[src/rtl/fetch_sequencer_pkg.sv]
// fetch_sequencer_pkg
//   Shared types and constants for the instruction-fetch sequencer and the
//   general-purpose register used as its program counter.
//   - state_e        : fetch FSM states
//   - CLR/LOAD/DEC/INC : register function-select encodings
//   - LO/HI          : IR half-select encodings
package fetch_sequencer_pkg;

  typedef enum logic [1:0] {
    IDLE     = 2'd0,
    FETCH_LO = 2'd1,
    FETCH_HI = 2'd2,
    VALID    = 2'd3
  } state_e;

  localparam logic [1:0] CLR  = 2'b00;
  localparam logic [1:0] LOAD = 2'b01;
  localparam logic [1:0] DEC  = 2'b10;
  localparam logic [1:0] INC  = 2'b11;

  localparam logic LO = 1'b0;
  localparam logic HI = 1'b1;

endpackage

[src/rtl/fetch_sequencer_register.sv]
// register
//   N-bit register with enable and a 2-bit function select.
//   Ports:
//     clk_i    : clock, updates on posedge
//     e_i      : enable; register holds when low
//     funsel_i : CLR (zero), LOAD (data_i), DEC (q-1), INC (q+1)
//     data_i   : load data
//     q_o      : current register value
module register
  import fetch_sequencer_pkg::*;
#(
  parameter int unsigned N = 8
) (
  input  logic         clk_i,
  input  logic         e_i,
  input  logic [1:0]   funsel_i,
  input  logic [N-1:0] data_i,
  output logic [N-1:0] q_o
);

  logic [N-1:0] q_q;

  always_ff @(posedge clk_i) begin
    if (e_i) begin
      case (funsel_i)
        CLR:     q_q <= '0;
        LOAD:    q_q <= data_i;
        DEC:     q_q <= q_q - 1'b1;
        default: q_q <= q_q + 1'b1;
      endcase
    end
  end

  assign q_o = q_q;

endmodule

[src/rtl/fetch_sequencer.sv]
// fetch_sequencer
//   Instruction-fetch control stage. Owns the PC, issues byte reads to the
//   8-bit instruction memory and drives the 16-bit IR load controls so each
//   instruction is assembled low byte first, then high byte. Hands complete
//   instructions to decode via instr_valid/instr_ready and accepts redirects.
//   Ports:
//     clk, rst              : clock, synchronous active-high reset
//     fetch_en              : permit a new fetch from IDLE / after handshake
//     mem_addr, mem_rd      : memory byte address (= PC) and read request
//     mem_ack               : memory data valid this cycle
//     ir_enable, ir_funsel, ir_lh : IR load controls
//     instr_valid, instr_ready    : decode handshake
//     pc_load, pc_target    : PC redirect
//     pc_out                : current PC
//     fetch_err             : sticky ack-timeout fault
//   Build option: define FETCH_TIMEOUT_EN to enable the ack-timeout watchdog;
//   otherwise the block waits for ack indefinitely and fetch_err is 0.
module fetch_sequencer
  import fetch_sequencer_pkg::*;
#(
  parameter int unsigned ADDR_W  = 8,
  parameter int unsigned TIMEOUT = 15
) (
  input  logic              clk,
  input  logic              rst,
  input  logic              fetch_en,
  output logic [ADDR_W-1:0] mem_addr,
  output logic              mem_rd,
  input  logic              mem_ack,
  output logic              ir_enable,
  output logic [1:0]        ir_funsel,
  output logic              ir_lh,
  output logic              instr_valid,
  input  logic              instr_ready,
  input  logic              pc_load,
  input  logic [ADDR_W-1:0] pc_target,
  output logic [ADDR_W-1:0] pc_out,
  output logic              fetch_err
);

  state_e            state_q, state_d;
  logic              in_fetch;
  logic              timeout_hit;
  logic              pc_e;
  logic [1:0]        pc_funsel;
  logic [ADDR_W-1:0] pc_q;

  assign in_fetch = (state_q == FETCH_LO) || (state_q == FETCH_HI);

  // PC: reset, redirects and post-ack increments all go through the
  // register's function select rather than a separate reset path.
  register #(.N(ADDR_W)) u_pc (
    .clk_i    (clk),
    .e_i      (pc_e),
    .funsel_i (pc_funsel),
    .data_i   (pc_target),
    .q_o      (pc_q)
  );

  always_comb begin
    pc_e      = 1'b0;
    pc_funsel = LOAD;
    if (rst) begin
      pc_e      = 1'b1;
      pc_funsel = CLR;
    end else begin
      case (state_q)
        IDLE: begin
          if (pc_load) begin
            pc_e      = 1'b1;
            pc_funsel = LOAD;
          end
        end
        FETCH_LO, FETCH_HI: begin
          if (mem_ack) begin
            pc_e      = 1'b1;
            pc_funsel = INC;
          end
        end
        VALID: begin
          if (instr_ready && pc_load) begin
            pc_e      = 1'b1;
            pc_funsel = LOAD;
          end
        end
        default: ;
      endcase
    end
  end

`ifdef FETCH_TIMEOUT_EN
  // Counter holds 0..TIMEOUT-1; the fault fires on the cycle it would
  // reach TIMEOUT, i.e. after TIMEOUT cycles of unanswered mem_rd.
  localparam int unsigned CNT_W = (TIMEOUT > 1) ? $clog2(TIMEOUT) : 1;

  logic [CNT_W-1:0] wait_q, wait_d;
  logic             err_q, err_d;

  assign timeout_hit = in_fetch && !mem_ack && (wait_q == CNT_W'(TIMEOUT - 1));

  always_comb begin
    wait_d = wait_q;
    if (state_d != state_q) begin
      wait_d = '0;
    end else if (in_fetch) begin
      wait_d = wait_q + 1'b1;
    end
    err_d = err_q | timeout_hit;
  end

  always_ff @(posedge clk) begin
    if (rst) begin
      wait_q <= '0;
      err_q  <= 1'b0;
    end else begin
      wait_q <= wait_d;
      err_q  <= err_d;
    end
  end

  assign fetch_err = err_q;
`else
  assign timeout_hit = 1'b0;
  assign fetch_err   = 1'b0;
`endif

  always_comb begin
    state_d = state_q;
    case (state_q)
      IDLE: begin
        if (!pc_load && fetch_en) state_d = FETCH_LO;
      end
      FETCH_LO: begin
        if (mem_ack)          state_d = FETCH_HI;
        else if (timeout_hit) state_d = IDLE;
      end
      FETCH_HI: begin
        if (mem_ack)          state_d = VALID;
        else if (timeout_hit) state_d = IDLE;
      end
      VALID: begin
        if (instr_ready) state_d = fetch_en ? FETCH_LO : IDLE;
      end
      default: state_d = IDLE;
    endcase
  end

  always_ff @(posedge clk) begin
    if (rst) state_q <= IDLE;
    else     state_q <= state_d;
  end

  // Outputs are forced to their reset values while rst is asserted so a
  // reset landing mid-fetch cannot write the IR in that cycle.
  always_comb begin
    mem_rd      = !rst && in_fetch;
    ir_enable   = !rst && in_fetch && mem_ack;
    ir_funsel   = rst ? CLR : LOAD;
    ir_lh       = (!rst && (state_q == FETCH_HI)) ? HI : LO;
    instr_valid = !rst && (state_q == VALID);
  end

  assign mem_addr = pc_q;
  assign pc_out   = pc_q;

endmodule

[config.mk]
export PLATFORM = sky130hd
export DESIGN_NAME = fetch_sequencer
export DESIGN_NICKNAME = d
export VERILOG_FILES = /design/src/rtl/fetch_sequencer_pkg.sv /design/src/rtl/fetch_sequencer_register.sv /design/src/rtl/fetch_sequencer.sv
export SDC_FILE = /design/constraint.sdc
export NUM_CORES = 1
export LEC_CHECK = 0
export ABC_AREA = 1
export BUFFER_PORTS_ARGS = -buffer_cell sky130_fd_sc_hd__buf_2
export CAP_MARGIN = 40
export CORE_MARGIN = 3
export CORE_UTILIZATION = 37
export DETAILED_ROUTE_END_ITERATION = 12
export PLACE_DENSITY = 0.64
export SYNTH_ARGS = -nofsm -noshare
export SYNTH_HDL_FRONTEND = slang
export SYNTH_SLANG_ARGS = --single-unit
[constraint.sdc]
create_clock -name clk -period 4.4 [get_ports clk]
set_clock_uncertainty 0.05 [all_clocks]
set_input_delay 0.66 -clock clk [delete_from_list [all_inputs] [get_ports clk]]
set_output_delay 0.66 -clock clk [all_outputs]
set_load 0.005 [all_outputs]
# Word level (Yosys, flattened, before mapping)
# Cells that the tools add are included.
[totals]
output_inout_bits = 23
wordCells = 44
input_bits = 14
register_bits = 10
[classes]
n_eq_ne = 9
reduce_logical = 14
mux = 17
add_sub_neg = 2
[op_table]
columns = ["cell", "n"]
rows = [
  ["case mux 8 bit (3 select lines)", 1],
  ["2-to-1 mux 2 bit", 6],
  ["adder 8 x 1 -> 8 bit (second input constant)", 1],
  ["inequality test 2 bit (second input constant)", 4],
  ["case mux 2 bit (4 select lines)", 1],
  ["subtractor 8 x 1 -> 8 bit (second input constant)", 1],
  ["2-to-1 mux 1 bit", 7],
  ["equality test 2 bit (second input constant)", 3],
  ["logical AND 1 bit", 6],
  ["equality test 2 x 1 -> 1 bit (second input constant)", 2],
  ["logical NOT 2 bit", 2],
  ["case mux 2 bit (2 select lines)", 1],
  ["AND reduction 4 bit", 1],
  ["OR reduction 2 bit", 2],
  ["case mux 1 bit (3 select lines)", 1],
  ["logical NOT 1 bit", 2],
  ["logical OR 1 bit", 1],
]

# Depth between registers and ports, before layout
[logic_depth]
word_depth = 6
mapped_depth = 8
depth_no_buf = 8

# Modules after synthesis
# From an unflattened synthesis, not the netlist that was laid out.
[hier_totals]
hier_cells = 153
hier_area_um2 = 1022.2
[by_module_without_submodules]
columns = ["module", "seq_area_each_um2", "area_per_inst_um2", "cells_per_inst", "n_inst"]
rows = [
  ["register", 240.2, 673.1, 100, 1],
  ["fetch_sequencer", 40.0, 349.1, 53, 1],
]

# Worst setup path before layout
# Ideal clock, no wire load.
[synth_timing]
path_kind = "register -> register"
from = "reg state_q[0]"
to = "reg u_pc.q_q[0], in the netlist u_pc.q_o[0] (enable)"
t_arrival_ns = 1.362
n_path_buf = 0
setup_ns = 0.378
required_time_ns = 3.972
setup_slack_ns = 2.610
stages_incl_launch_ff = 5
synth_period_minus_slack_ns = 1.790
path_cell_list = "dfxtp_1 > inv_1 > ha_1 > nand2_2 > o221ai_1"
[synth_between]
elab_chain_cells = 4
elab_cells_between_ends = 7
cone_classes = "eq/ne (3); mux (2); reduce/logical (2)"
[synth_lines]
columns = ["element", "line_no", "rtl"]
rows = [
  ["from (decl)", "fetch_sequencer.sv:41", "state_e state_q, state_d;"],
  ["from (signal assigned)", "fetch_sequencer.sv:150", "else state_q <= state_d;"],
  ["equality test 2 x 1 -> 1 bit or equality test 2 bit (tied branches)", "fetch_sequencer.sv:67", "case (state_q)"],
  ["OR reduction 2 bit", "fetch_sequencer.sv:67", ""],
  ["case mux 1 bit (3 select lines) *", "fetch_sequencer.sv:67", ""],
  ["2-to-1 mux 1 bit *", "fetch_sequencer.sv:63", "if (rst) begin"],
  ["via pc_e", "fetch_sequencer.sv:44", "logic pc_e;"],
  ["to (signal assigned)", "fetch_sequencer_register.sv:27", "LOAD: q_q <= data_i;"],
  ["to (signal assigned)", "fetch_sequencer_register.sv:28", "DEC: q_q <= q_q - 1'b1;"],
  ["to (signal assigned)", "fetch_sequencer_register.sv:29", "default: q_q <= q_q + 1'b1;"],
  ["to (decl)", "fetch_sequencer_register.sv:21", "logic [N-1:0] q_q;"],
]
# Mark *: on every way through the listed nets, which the timed path passes. The rest lies on a longest branch.
# A chain may end at the register's enable or synchronous reset.

# Worst setup path in the final report
[layout_timing]
from = "reg state_q[0]"
to = "out ir_enable"
[layout_between]
elab_chain_cells = 4
elab_cells_between_ends = 5
cone_classes = "eq/ne (2); reduce/logical (3)"
[layout_lines]
columns = ["element", "line_no", "rtl"]
rows = [
  ["equality test 2 x 1 -> 1 bit or equality test 2 bit (tied branches)", "fetch_sequencer.sv:48", "assign in_fetch = (state_q == FETCH_LO) || (state_q == FETCH_HI);"],
  ["logical OR 1 bit *", "fetch_sequencer.sv:48", ""],
  ["logical AND 1 bit * (2 in a row)", "fetch_sequencer.sv:157", "ir_enable = !rst && in_fetch && mem_ack;"],
  ["to (decl)", "fetch_sequencer.sv:30", "output logic ir_enable,"],
]
# Mark *: on every way between the ends. The rest lies on a longest branch, timed or not.

==> impl_metrics.ini <==
[status]
status = completed

[power_and_ir_drop]
p_comb_share_pct = 52.3
p_seq_share_pct = 35.2
p_per_area_nw_per_um2 = 564
p_total_uw = 542
ir_drop_v = 0.000277
leakage_nw = 0.521
p_int_uw = 304
p_sw_share_pct = 43.9
switching_power_uw = 238
p_clk_share_pct = 12.6

[timing]
fin_setup_tns_ps = 0
maxSlewViolCount = 0
finalHoldViolCount = 0
period_minus_slack_ps = 2250
clock.fmax_mhz = 445
max_slew.worst_pin.slew_ps = 865
final.period_utilization_pct = 51.1
rsz0062_at_grt = no
setup_viol = 0
max-slew-margin-rel_pct = 42.3

[synth]
synth_top_family_by_area = simple AND/OR/NAND/NOR gates
syn_area_per_cell_um2 = 7.46
yosys.area.top_type = edfxtp_1
synth_compound_area_share_pct = 11.0
synth_fa_ha_area_share_pct = 11.0
synth.cell_area_um2 = 798
syn_inst = 107
synthTopCellsByArea = edfxtp_1 30%, nand2_1 12%, ha_1 11%
synth_xor_xnor_area_share_pct = 0
synthMuxAreaShare_pct = 0
ys_warn_count = 0
yosys.area_share.simple_pct = 26.0
synthDistinctLibCells = 20
synth_top_area_share_pct = 30.1
yosysSeqAreaShare_pct = 35.1
synth_seq_cells = 10

[die]
fp.dieArea_um2 = 2750
core_area_um2 = 2000
die_x_um = 52.5
rows = 16
start_util_pct = 39.9
die_h_um = 52.5
ioPinCount = 37

[clock_network]
numCtsBuffers = 3
cts.sink_count = 10
cts-hold-fix-buffers = 0
htreeDepth = 1
cts_setup_buffers = 0
clk_pin_slew_ps = 70
postCtsResizedCells = 0
ctsRootBufferMaster = clkbuf_4
cts_tree = yes
clockBufferDepth = 2
clock_latency_ps = 260

[worst_hold_path]
holdCritPathClass = reg -> reg

[final_layout]
n_antenna_cell = 0
drive_above_1_share_pct = 30.7
multi_input_area_um2 = 394
fillers = 204
syn2layout_area_growth_pct = 20.4
final_cell_area_um2 = 961
regArea_um2 = 280
fin_nets = 159

[critical_path]
cp_max_fo = 6
critPathSlowestCell = dfxtp_1
critPathMaxStageDelay_ps = 410
startpoint_type = flop
crit_chain = inv_1 > ha_1 > nand2_2 > nor2_4 > buf_2
r2r_slack_ps = 2340
arrival_ps = 1540
cp-end-kind = primary output
worstPathRequired_ps = 3690
path_class = reg -> out

[detailed_routing]
route.final.wire_length_um = 1820
wl_per_cell_um = 11.1
route.vias.total = 769
avgViaCountPerCell = 4.69
postRouteAntennaNets = 0
drt_pass1_iterations = 4
drc = 0
drt_iter0_drc = 17

[place]
dp_hpwl_um = 1450
routabilityCongestion = 0.944
io_buffers = 34
place_area_um2 = 935

[global_route]
grt_pass1_vias = 696
antenna_found_initial = 0
grt_pass1_wl_um = 2920
grt_max_degree = 9
groute.usage.overall_pct = 14.4
grt_overflow = 0

[run]
cap_violations = 0
==> worst paths after layout <==
kind,startpoint,cells past startpoint,end
setup / recovery,state_q[0],5,ir_enable
hold / removal,state_q[0],2,state_q[0]
setup reg to reg,state_q[0],4,u_pc.q_o[0]
hold reg to reg,state_q[0],2,state_q[0]
==> stage by stage <==
stage               worst slack (ps)  util [%]  hold slack [ps]  std cells
finish                          2150      48.0              502        164
global route                    2050      48.0              532        164
detailed placement              2350      46.7              491        160
global placement                2400      46.7              467        160
CTS                             2140      48.0              500        164
floorplan                       2610         -              434        109
==> cells by family after synthesis <==
family          Yosys count
simple gates             49
buf+inv                  25
compound gates           15
flops                    10
fa+ha+maj                 7
other cells               1
==> flip-flops by register name, indices dropped and copies added, names as in the netlist <==
name	flops
state_q	2
u_pc.q_o	8
==> critical path, delay by kind of cell (launching register included) <==
kind / cells / cell delay (ps)
buf+inv: 2 / 260
flops: 1 / 410
simple gates: 2 / 260
fa+ha+maj: 1 / 350
==> final cells by class <==
class | count | share of cell area (%)
inverters | 15 | 5.86
clock buffers | 4 | 2.73
flip-flops and latches | 10 | 29.2
well taps | 27 | 3.52
repair buffers | 34 | 17.7
multi-input cells | 74 | 41.0
==> cells in the final DEF (no fill, tap or decap), types with 6 or more instances in the layout <==
| cell | Yosys | routed |
|---|---|---|
| edfxtp_1 | 8 | 8 |
| nand2_1 | 25 | 25 |
| nand3_1 | 10 | 10 |
| inv_1 | 12 | 12 |
| a21oi_1 | 6 | 6 |
| ha_1 | 7 | 7 |
| buf_2 | 0 | 34 |
| nor2_1 | 11 | 11 |
==> metal layers <==
layer | GRT usage, % | share of wire [%] | vias to the layer above
met4 | 7.23 | 0.44 | 0
met2 | 22.7 | 50 | 26
met1 | 18.6 | 44 | 349
li1 | - | - | 392
met3 | 2.56 | 5.5 | 2
met5 | 0 | 0 | -
==> synth_stat cells <==
cell      instances
nor3_1            1
o31ai_1           1
conb_1            1
dfxtp_1           2
nand3_1          10
o21ai_1           2
edfxtp_1          8
a22o_1            1
a21oi_1           6
o21ai_0           3
inv_2             3
o21bai_1          1
nor2_1           11
ha_1              7
nand2_2           1
buf_4            10
o221ai_1          1
inv_1            12
nand2_1          25
nor2_4            1
==> power groups by stage <==
stage               Sequential (mW)  Combinational, mW  Clock, mW
finish                        0.191              0.283     0.0681
global route                  0.199              0.326     0.0738
CTS                           0.191              0.285     0.0701
detailed placement            0.193              0.281          0
global placement              0.189              0.279          0
floorplan                     0.191              0.208          0
No activity file was read; power rests on OpenSTA's default activity.
